File: src/rtl/vga_timing_pkg.sv
// Shared 640x480@60 raster geometry for the timing generator and the drawing controllers.
// Counter origin is the start of sync, so visible pixels sit at hCount 144..783, vCount 35..514.
package vga_timing_pkg;

    localparam int CLK_DIV = 4;

    localparam int H_SYNC = 96;
    localparam int H_BP   = 48;
    localparam int H_VIS  = 640;
    localparam int H_FP   = 16;

    localparam int V_SYNC = 2;
    localparam int V_BP   = 33;
    localparam int V_VIS  = 480;
    localparam int V_FP   = 10;

    localparam int H_TOTAL     = H_SYNC + H_BP + H_VIS + H_FP;
    localparam int V_TOTAL     = V_SYNC + V_BP + V_VIS + V_FP;
    localparam int H_VIS_START = H_SYNC + H_BP;
    localparam int H_VIS_END   = H_VIS_START + H_VIS - 1;
    localparam int V_VIS_START = V_SYNC + V_BP;
    localparam int V_VIS_END   = V_VIS_START + V_VIS - 1;

    localparam int COUNT_W = 10;
    typedef logic [COUNT_W-1:0] count_t;

    // Inclusive range test used for the visible-area decode.
    function automatic logic in_span(input count_t c, input count_t lo, input count_t hi);
        return (c >= lo) && (c <= hi);
    endfunction

endpackage

File: src/rtl/pixel_tick_div.sv
// Divides the system clock down to the pixel rate: tick is the combinational terminal count,
// pix_en is the same event registered so it lines up with counters that advance on tick.
module pixel_tick_div #(
    parameter int CLK_DIV = vga_timing_pkg::CLK_DIV
) (
    input  logic clk,
    input  logic rst,
    output logic tick,
    output logic pix_en
);
    import vga_timing_pkg::*;

    localparam int DIV_W = (CLK_DIV > 1) ? $clog2(CLK_DIV) : 1;

    logic [DIV_W-1:0] div_cnt;

    assign tick = (div_cnt == DIV_W'(CLK_DIV - 1));

    always_ff @(posedge clk) begin
        if (rst) begin
            div_cnt <= '0;
            pix_en  <= 1'b0;
        end else begin
            div_cnt <= tick ? '0 : div_cnt + DIV_W'(1);
            pix_en  <= tick;
        end
    end

endmodule

File: src/rtl/vga_timing_gen.sv
// Free-running VGA raster generator: pixel/line counters plus registered sync, bright and
// frame_tick decodes. Optional frame_tick detection is enabled by defining VGA_FRAME_TICK_EN.
module vga_timing_gen #(
    parameter int CLK_DIV = vga_timing_pkg::CLK_DIV,
    parameter int H_SYNC  = vga_timing_pkg::H_SYNC,
    parameter int H_BP    = vga_timing_pkg::H_BP,
    parameter int H_VIS   = vga_timing_pkg::H_VIS,
    parameter int H_FP    = vga_timing_pkg::H_FP,
    parameter int V_SYNC  = vga_timing_pkg::V_SYNC,
    parameter int V_BP    = vga_timing_pkg::V_BP,
    parameter int V_VIS   = vga_timing_pkg::V_VIS,
    parameter int V_FP    = vga_timing_pkg::V_FP
) (
    input  logic       clk,
    input  logic       rst,
    output logic       pix_en,
    output logic [9:0] hCount,
    output logic [9:0] vCount,
    output logic       hSync,
    output logic       vSync,
    output logic       bright,
    output logic       frame_tick
);
    import vga_timing_pkg::*;

    localparam int H_TOTAL     = H_SYNC + H_BP + H_VIS + H_FP;
    localparam int V_TOTAL     = V_SYNC + V_BP + V_VIS + V_FP;
    localparam int H_VIS_START = H_SYNC + H_BP;
    localparam int H_VIS_END   = H_VIS_START + H_VIS - 1;
    localparam int V_VIS_START = V_SYNC + V_BP;
    localparam int V_VIS_END   = V_VIS_START + V_VIS - 1;

    logic   tick;
    count_t h_next;
    count_t v_next;

    pixel_tick_div #(
        .CLK_DIV (CLK_DIV)
    ) u_div (
        .clk    (clk),
        .rst    (rst),
        .tick   (tick),
        .pix_en (pix_en)
    );

    always_comb begin
        h_next = hCount;
        v_next = vCount;
        if (tick) begin
            if (hCount == count_t'(H_TOTAL - 1)) begin
                h_next = '0;
                v_next = (vCount == count_t'(V_TOTAL - 1)) ? '0 : vCount + count_t'(1);
            end else begin
                h_next = hCount + count_t'(1);
            end
        end
    end

    // Decodes are taken from the next-state counts so they register on the same edge as the counts.
    always_ff @(posedge clk) begin
        if (rst) begin
            hCount <= '0;
            vCount <= '0;
            hSync  <= 1'b0;
            vSync  <= 1'b0;
            bright <= 1'b0;
        end else begin
            hCount <= h_next;
            vCount <= v_next;
            hSync  <= (h_next >= count_t'(H_SYNC));
            vSync  <= (v_next >= count_t'(V_SYNC));
            bright <= in_span(h_next, count_t'(H_VIS_START), count_t'(H_VIS_END)) &&
                      in_span(v_next, count_t'(V_VIS_START), count_t'(V_VIS_END));
        end
    end

`ifdef VGA_FRAME_TICK_EN
    // Fires once per frame as the raster enters the first vertical front-porch line.
    always_ff @(posedge clk) begin
        if (rst) begin
            frame_tick <= 1'b0;
        end else begin
            frame_tick <= tick && (h_next == '0) && (v_next == count_t'(V_VIS_END + 1));
        end
    end
`else
    assign frame_tick = 1'b0;
`endif

endmodule

File: config.mk
export PLATFORM = sky130hd
export DESIGN_NAME = vga_timing_gen
export DESIGN_NICKNAME = d
export VERILOG_FILES = /design/src/rtl/vga_timing_pkg.sv /design/src/rtl/pixel_tick_div.sv /design/src/rtl/vga_timing_gen.sv
export SDC_FILE = /design/constraint.sdc
export NUM_CORES = 1
export LEC_CHECK = 0
export CAP_MARGIN = 20
export CORE_UTILIZATION = 49
export CTS_BUF_LIST = sky130_fd_sc_hd__clkbuf_4 sky130_fd_sc_hd__clkbuf_8
export CTS_CLUSTER_SIZE = 30
export DETAILED_ROUTE_END_ITERATION = 6
export HOLD_SLACK_MARGIN = 0.03
export PLACE_DENSITY = 0.78
export SYNTH_ARGS = -nofsm -noshare
export SYNTH_HDL_FRONTEND = slang
export SYNTH_SLANG_ARGS = --single-unit
File: constraint.sdc
create_clock -name clk -period 1.9 [get_ports clk]
set_input_delay 0.285 -clock clk [delete_from_list [all_inputs] [get_ports clk]]
set_output_delay 0.285 -clock clk [all_outputs]
set_load 0.03 [all_outputs]
# --- Word level (Yosys, flattened, before mapping) ---
# Cells that the tools add are included.
op_classes:
  n_mux: 5
  n_eq_ne: 3
  order_cmp: 6
  reduce_logical: 4
  addsub: 3
ops:
  columns: ["operator", "n"]
  rows:
  - ["10-bit 2-to-1 mux", 5]
  - ["10-bit by 1-bit adder with 10-bit output (second input constant)", 2]
  - ["10-bit == test (second input constant)", 2]
  - ["10-bit <= comparator (second input constant)", 2]
  - ["10-bit by 2-bit >= comparator with 1-bit output (second input constant)", 1]
  - ["10-bit by 6-bit >= comparator with 1-bit output (second input constant)", 1]
  - ["10-bit by 7-bit >= comparator with 1-bit output (second input constant)", 1]
  - ["10-bit by 8-bit >= comparator with 1-bit output (second input constant)", 1]
  - ["1-bit logical AND", 3]
  - ["2-bit by 1-bit adder with 2-bit output (second input constant)", 1]
  - ["2-bit == test (second input constant)", 1]
  - ["2-bit OR reduction", 1]
totals:
  word_cells: 28
  ff_bits: 26
  out_inout_bits: 25
  inputBits: 2

# --- Depth between registers and ports, before layout ---
# Gate-level depths: netlist of run 1.
logic_depth:
  ltp_word: 7
  ltp_mapped: 9
  ltp_nobuf: 9

# --- Cells and area by module ---
# From an unflattened synthesis of run 1, not the netlist that was laid out.
hier_totals:
  hier_cells: 176
  hier_area_um2: 1535.2
by_module_without_submodules:
  columns: ["module", "seq_area_each_um2", "area_each_um2", "instances", "cells_per_inst"]
  rows:
  - ["vga_timing_gen", 460.4, 1431.4, 1, 169]
  - ["pixel_tick_div", 60.1, 103.8, 1, 7]

# --- Worst setup path before layout of run 1 ---
# Ideal clock, no wire load.
synth_timing:
  path_kind: "reg-to-reg"
  from: "register hCount[0]"
  to: "register bright"
  setup_ns: 0.091
  path_slack_ns: -0.458
  synth_period_minus_slack_ns: 2.358
  path_stages_with_launch: 8
  arrival_time_ns: 2.267
  path_buffers: 0
  required_ns: 1.809
  path_cell_list: "dfxtp_1 ha_1 nand3b_1 nor4_4 nand3_2 xor2_1 or4_1 a311oi_1"
synth_via:
  elab_chain_cells: 6
  elab_cells_between_ends: 13
  classes_between: "add/sub (1); order compare (4); eq/ne (1); mux (4); reduce/logical (3)"
synth_lines:
  columns: ["item", "line", "text"]
  rows:
  - ["start: declaration", "vga_timing_gen.sv:17", "output logic [9:0] hCount,"]
  - ["start signal: assignment", "vga_timing_gen.sv:68", "hCount <= h_next;"]
  - ["10-bit by 1-bit adder with 10-bit output or 10-bit == test (tied branches)", "vga_timing_gen.sv:54, vga_timing_gen.sv:50", null]
  - ["10-bit 2-to-1 mux", "vga_timing_gen.sv:50", "if (hCount == count_t'(H_TOTAL - 1)) begin"]
  - ["10-bit 2-to-1 mux", "vga_timing_gen.sv:49", "if (tick) begin"]
  - ["10-bit by 8-bit >= comparator with 1-bit output, or another cell as far along", "vga_timing_pkg.sv:29", "return (c >= lo) && (c <= hi);"]
  - ["1-bit logical AND", "vga_timing_pkg.sv:29", null]
  - ["1-bit logical AND (*)", "vga_timing_gen.sv:72", "bright <= in_span(h_next, count_t'(H_VIS_START), count_t'(H_VIS_END)) &&"]
  - ["end signal: assignment", "vga_timing_gen.sv:72", null]
  - ["end: declaration", "vga_timing_gen.sv:21", "output logic bright,"]
# Every way passes the cells marked *; elsewhere a longest branch is shown, timed or not.
# A chain may end at the register's enable or synchronous reset.

# --- Worst setup path after layout of run 1 ---
layout_timing:
  from: "register vCount[0]"
  to: "register bright"
layout_via:
  elab_chain_cells: 7
  elab_cells_between_ends: 9
  classes_between: "add/sub (1); order compare (2); eq/ne (1); mux (3); reduce/logical (2)"
layout_lines:
  columns: ["item", "line", "text"]
  rows:
  - ["start: declaration", "vga_timing_gen.sv:18", "output logic [9:0] vCount,"]
  - ["start signal: assignment", "vga_timing_gen.sv:69", "vCount <= v_next;"]
  - ["10-bit by 1-bit adder with 10-bit output or 10-bit == test (tied branches)", "vga_timing_gen.sv:52", "v_next = (vCount == count_t'(V_TOTAL - 1)) ? '0 : vCount + count_t'(1);"]
  - ["10-bit 2-to-1 mux", "vga_timing_gen.sv:52", null]
  - ["10-bit 2-to-1 mux", "vga_timing_gen.sv:50", null]
  - ["10-bit 2-to-1 mux (*)", "vga_timing_gen.sv:49", null]
  - ["10-bit by 6-bit >= comparator with 1-bit output or 10-bit <= comparator (tied branches)", "vga_timing_pkg.sv:29", null]
  - ["1-bit logical AND (*)", "vga_timing_pkg.sv:29", null]
  - ["1-bit logical AND (*)", "vga_timing_gen.sv:72", null]
# Marks and branches as above.

==> results.yml, run 1 <==
status:
  status: "complete, but fails checks"
  failed_checks: "design-rule violations, negative setup slack"
timing:
  post_route_clock_period_utilization_pct: 115.9
  final-setup-viol-count: 2
  finalHoldViolations: 0
  timing_max_transition_violations_final: 0
  clock_skew_ns: 0.003347
  rsz0062_at_grt: "yes"
  finalCriticalPeriod_ns: 2.201
  worst_setup_slack_after_layout_ns: -0.3014
  max_clock_freq_mhz: 454.3
clock_network:
  clockRootBuffer: "sky130_fd_sc_hd__clkbuf_4"
  clk_transition_reported_paths_ns: 0.14
  postCtsHoldBufs: 0
  ctsHtreeMaxLevel: 1
  clkLatencyLatePin_ns: 0.34
  numCtsBuffers: 3
  numClockSinks: 26
  cts_tree: "built"
  cts_buffer_depth: 2
global_routing:
  overflow: 0
  antenna_found_initial: 0
  maximum_number_of_pins_on_one_net_before_global_route_repair: 27
  global_route.usage.total_pct: 29.62
  grt_first_pass_wirelength_um: 7320
  first_global_vias: 1671
floorplanning:
  placement_rows: 19
  initial_utilization_pct: 53.34
  die_y_um: 57.50
  design.die.area_mm2: 0.003306
  boundary_pin_count: 27
  core-area_mm2: 0.002829
  die_width_um: 57.50
synthesis:
  synthFlopType: "sky130_fd_sc_hd__dfxtp_1"
  syn_nets: 181
  syn_area_mm2: 0.001509
  synth_async_sr_flop_share_pct: 0
  synth-warning-count: 0
  number_of_enable_flip_flop_cells_after_synthesis: 0
  syn_inst: 175
  avgSynthCellArea_um2: 8.623
  synth_seq_area_share_pct: 34.49
  ys_ff_latch: 26
  post_synth_num_cell_types: 49
cells_and_area:
  final_cell_area_excluding_filler_cells_mm2: 0.002330
  final_cell_mix: "sky130_fd_sc_hd__buf_4, sky130_fd_sc_hd__nor2_1, sky130_fd_sc_hd__clkdlybuf4s50_1, sky130_fd_sc_hd__dfxtp_1, sky130_fd_sc_hd__nand2_1"
  final_layout_size_suffix_gt1_share_pct: 40.56
  final_common_cell: "sky130_fd_sc_hd__buf_4"
  number_of_inserted_filler_cells_in_the_final_layout: 171
  finish.utilization_pct: 82.35
  diodes: 0
  design.final.nets: 256
  areaGrowthSynthToFinish_pct: 54.39
place:
  globalplace.congestion: 0.9626
  dp.final_hpwl_um: 3169
  count_of_buffers_from_port_buffering: 25
  placed_area_mm2: 0.002142
worst_setup_path:
  critical_path.max_stage_delay_ns: 0.38
  worst-setup-path-type: "flop to flop"
  worstRegToRegCells: 9
  crit_path_frequent_cell: "sky130_fd_sc_hd__buf_4"
  crit_fanout: 7
  crit_path_cell_trace: "buf_4 -> ha_1 -> buf_4 -> a31o_2 -> a21oi_1 -> o211ai_1 -> nor3_2 -> nand4bb_1 -> a311oi_1"
  timing.critical_path.to_type: "flop"
  slowest_stage: "sky130_fd_sc_hd__dfxtp_4"
  timing.critical_path.required_ns: 2.16
  worst_setup_path_start_kind: "flop"
  timing.critical_path.arrival_ns: 2.46
pwr:
  power.static_leakage_uw: 0.0009509
  total_power_uw: 965.9
  ir_worst_vdd_mv: 0.4084
  cellPowerDensity_mw_per_mm2: 414.6
routing:
  dr.first_iter.drc_count: 81
  initial_drt_pass_iterations: 6
  vias: 1654
  drtAntennaViolNets: 0
  detail_route.vias_per_cell: 5.907
  drc_errors: 1
  routed_wirelength_um: 4824
  avgRoutedWirePerCell_um: 17.23
run:
  timing.max_cap.violations: 0
worst_hold_path:
  holdPathStages: 1
  hp-class: "flop to flop"
per-layer routing:
layer | global-route usage [%] | part of all wire, % | up-vias
li1 | - | - | 775
met1 | 31.13 | 38 | 780
met2 | 53.65 | 52 | 76
met3 | 5.896 | 5.7 | 23
met4 | 18.47 | 4.5 | 0
met5 | 0 | 0 | -
through the flow:
| stage | hold slack (ns) | setup WS, ns | std cells | setup TNS [ns] |
|---|---|---|---|---|
| 2_1_floorplan | 0.4125 | -0.1301 | 175 | -0.1301 |
| 3_3_place_gp | 0.4174 | -0.2159 | 272 | -0.3786 |
| 3_5_place_dp | 0.4326 | -0.4865 | 272 | -1.083 |
| 4_1_cts | 0.4524 | -0.2662 | 280 | -0.4385 |
| 5_1_grt | 0.4558 | -0.4363 | 280 | -0.7669 |
| 6_report | 0.4504 | -0.3014 | 280 | -0.4954 |
power breakdown:
part,total [µW],switching [µW],internal (µW)
sequential,566,12.7,553
combinational,107,54.7,52.0
clock,293,176,118
kinds of logic (layout without fill, tap and decap cells):
logic type,Yosys count,in the layout,share of synthesized area [%]
AOI/OAI and AO/OA,30,30,13.35
xor gates and xnor gates,13,13,7.546
adders and majority gates,4,4,3.317
buffers and inverters,14,88,7.049
DFF,26,26,34.49
other,1,1,0.2485
and+or+nand+nor,87,87,34.00
cell usage after synthesis, types with 2 or more instances:
cell / number / area (µm²)
sky130_fd_sc_hd__clkbuf_8: 2 / 27.53
sky130_fd_sc_hd__xnor2_1: 4 / 35.03
sky130_fd_sc_hd__nand2_1: 12 / 45.04
sky130_fd_sc_hd__or4_1: 2 / 15.01
sky130_fd_sc_hd__clkbuf_1: 2 / 7.510
sky130_fd_sc_hd__nand4_1: 6 / 37.54
sky130_fd_sc_hd__and2_1: 2 / 12.51
sky130_fd_sc_hd__inv_1: 5 / 18.77
sky130_fd_sc_hd__o21ai_0: 5 / 25.02
sky130_fd_sc_hd__nand3_1: 10 / 50.05
sky130_fd_sc_hd__o31ai_1: 2 / 15.01
sky130_fd_sc_hd__nor2b_1: 3 / 18.77
sky130_fd_sc_hd__nor3_1: 6 / 30.03
sky130_fd_sc_hd__dfxtp_1: 26 / 520.5
sky130_fd_sc_hd__a211oi_1: 2 / 15.01
sky130_fd_sc_hd__nor3b_1: 3 / 22.52
sky130_fd_sc_hd__buf_6: 4 / 45.04
sky130_fd_sc_hd__nor2_1: 24 / 90.09
sky130_fd_sc_hd__and3_1: 4 / 25.02
sky130_fd_sc_hd__a21oi_1: 10 / 50.05
sky130_fd_sc_hd__nand3b_1: 2 / 15.01
sky130_fd_sc_hd__ha_1: 4 / 50.05
sky130_fd_sc_hd__xor2_1: 9 / 78.83
cell type report:
| type | count | area (µm²) | share of cell area, % |
|---|---|---|---|
| sequential | 26 | 549.3 | 23.58 |
| multi-input combinational | 135 | 1021 | 43.82 |
| tap | 31 | 38.79 | 1.665 |
| timing repair buffer | 79 | 663.1 | 28.46 |
| inverter | 5 | 21.27 | 0.9130 |
| clock buffer | 4 | 36.28 | 1.557 |
path summary, 6_finish.rpt:
path | slack (ns) | startpoint | endpoint
min | 0.45 | u_div.div_cnt[0] | u_div.div_cnt[0]
max | -0.30 | vCount[0] | bright
min reg2reg | 0.45 | u_div.div_cnt[0] | u_div.div_cnt[0]
max reg2reg | -0.30 | vCount[0] | bright
critical path, delay by kind of cell (launching register included):
kind,cells,cell delay [ns]
buf+inv,2,0.33
simple gates,2,0.34
compound gates,4,0.87
fa+ha+maj,1,0.21
flops,1,0.38
registers in the layout, summed over array words and instances (netlist names):
| signal | cells |
|---|---|
| hSync | 1 |
| vSync | 1 |
| hCount | 10 |
| bright | 1 |
| vCount | 10 |
| u_div.pix_en | 1 |
| u_div.div_cnt | 2 |
repair_timing:
item	CTS	global route
endpoints found under the setup margin	7	8
setup buffers	4	0
pin swaps	5	10
resized for setup	13	17
No activity file was read; power rests on OpenSTA's default activity.
==> run 2, diff against run 1 <==
- SKIP_CTS_REPAIR_TIMING: not set -> 1
==> run 2 against run 1 <==
Effect of this change:
- the flow still finishes with violations (design-rule violations, negative setup slack)
- die area unchanged
- register-to-register slack about the same
- first-iteration DRC count increased by 16%
- global-route usage decreased by 2.3 points
- non-clock buffer count unchanged
- final cell count unchanged
- via count decreased by 1.9%
- hold slack improved by 0.00093 ns
- sequential power about the same
- critical path type unchanged
- critical endpoint unchanged
==> results.yml, run 2 (synthesis results as in run 1) <==
status:
  status: "complete, but fails checks"
  failed_checks: "design-rule violations, negative setup slack"
worst_setup_path:
  critical_path.max_stage_delay_ns: 0.42
  slowest_stage: "sky130_fd_sc_hd__or4_1"
  timing.critical_path.arrival_ns: 2.48
  crit_path_cell_trace: "inv_1 -> ha_4 -> nor4bb_4 -> nand4_1 -> buf_4 -> buf_4 -> nand2_2 -> o31ai_2 -> nor3_2 -> or4_1 -> a311oi_2"
  crit_fanout: 3
  worst-setup-path-type: "flop to flop"
  path_delay_family: "simple AND/OR/NAND/NOR gates"
  worst_setup_path_start_kind: "flop"
  crit_path_frequent_cell: "sky130_fd_sc_hd__buf_4"
  timing.critical_path.required_ns: 2.17
  timing.critical_path.to_type: "flop"
  worst-path-buf-inv: 3
cells_and_area:
  final_cell_mix: "sky130_fd_sc_hd__buf_4, sky130_fd_sc_hd__nor2_1, sky130_fd_sc_hd__clkdlybuf4s50_1, sky130_fd_sc_hd__dfxtp_1, sky130_fd_sc_hd__nand2_1"
  areaGrowthSynthToFinish_pct: 53.73
  diodes: 0
  final_common_cell: "sky130_fd_sc_hd__buf_4"
  design.final.nets: 256
  final_layout_size_suffix_gt1_share_pct: 39.76
  final_cell_count_without_fillers: 280
  finish.utilization_pct: 82.00
  final_cell_area_excluding_filler_cells_mm2: 0.002320
  number_of_inserted_filler_cells_in_the_final_layout: 177
  largestRegisters: "hCount x10, vCount x10, u_div.div_cnt x2"
clock_network:
  cts_tree: "built"
  numCtsBuffers: 3
  ctsHtreeMaxLevel: 1
  numClockSinks: 26
  clkLatencyLatePin_ns: 0.34
  clockRootBuffer: "sky130_fd_sc_hd__clkbuf_4"
  clk_transition_reported_paths_ns: 0.15
  cts_buffer_depth: 2
timing:
  max_clock_freq_mhz: 452.4
  worst_setup_slack_after_layout_ns: -0.3107
  post_route_clock_period_utilization_pct: 116.4
  finalCriticalPeriod_ns: 2.211
  final-setup-viol-count: 2
  clock_skew_ns: 0.004419
  timing_max_transition_violations_final: 0
  rsz0062_at_grt: "yes"
  finalHoldViolations: 0
floorplanning:
  design.die.area_mm2: 0.003306
  die_width_um: 57.50
  core-area_mm2: 0.002829
  placement_rows: 19
  initial_utilization_pct: 53.34
  boundary_pin_count: 27
  die_y_um: 57.50
routing:
  detail_route.vias_per_cell: 5.796
  initial_drt_pass_iterations: 6
  drtAntennaViolNets: 0
  dr.first_iter.drc_count: 94
  drc_errors: 1
  avgRoutedWirePerCell_um: 16.12
  vias: 1623
  routed_wirelength_um: 4514
place:
  count_of_buffers_from_port_buffering: 25
  globalplace.congestion: 0.9626
  dpl.cell_count: 272
  dp.final_hpwl_um: 3169
  placed_area_mm2: 0.002142
pwr:
  power.share.sequential_pct: 58.5
  power_switching_share_pct: 25.30
  power.static_leakage_uw: 0.0009612
  cellPowerDensity_mw_per_mm2: 417.1
  power.switching_uw: 244.8
  p_comb_share_pct: 11.0
  power_report.internal_total_uw: 722.6
  ir_worst_vdd_mv: 0.4037
  clockPowerShare_pct: 30.5
global_routing:
  global_route.usage.total_pct: 27.29
  antenna_found_initial: 0
  grt_first_pass_wirelength_um: 6858
  maximum_number_of_pins_on_one_net_before_global_route_repair: 27
  overflow: 0
  first_global_vias: 1549
worst_hold_path:
  hp-class: "flop to flop"
run:
  timing.max_cap.violations: 0
==> run 2: area by class of cell <==
cell class	count	area (µm²)	area share (%)
inverter	5	21.27	0.9169
timing repair buffer	79	663.1	28.59
clock buffer	4	36.28	1.564
multi-input combinational	135	1011	43.58
tap	31	38.79	1.672
sequential	26	549.3	23.68
==> run 2: path summary, 6_finish.rpt <==
check / from / end / slack, ns / cells past startpoint
min: u_div.div_cnt[0] / u_div.div_cnt[0] / 0.45 / 1
max reg2reg: vCount[1] / bright / -0.31 / 11
min reg2reg: u_div.div_cnt[0] / u_div.div_cnt[0] / 0.45 / 1
max: vCount[1] / bright / -0.31 / 11
==> run 2: layer usage <==
layer	vias up	global-route usage, %	part of all wire (%)
met5	-	0	0
met3	13	4.989	5.2
met1	767	30.85	39
met4	0	13.24	2.8
li1	781	-	-
met2	62	49.00	53
==> run 2: stage by stage <==
step	hold slack [ns]	setup WS, ns	setup TNS [ns]	power [µW]
floorplan	0.4125	-0.1301	-0.1301	639.4
global placement	0.4174	-0.2159	-0.3786	667.8
detailed placement	0.4326	-0.4865	-1.083	674.0
CTS	0.4524	-0.5118	-1.187	957.4
global route	0.4749	-0.4011	-0.7042	996.4
finish	0.4513	-0.3107	-0.4857	967.5
==> run 2: power groups by stage <==
stage | logic, µW | clock network, µW | registers (µW)
CTS | 96.6 | 296 | 565
finish | 106 | 295 | 566
detailed placement | 96.6 | 0 | 577
global placement | 91.5 | 0 | 576
global route | 114 | 315 | 568
floorplan | 52.8 | 0 | 587
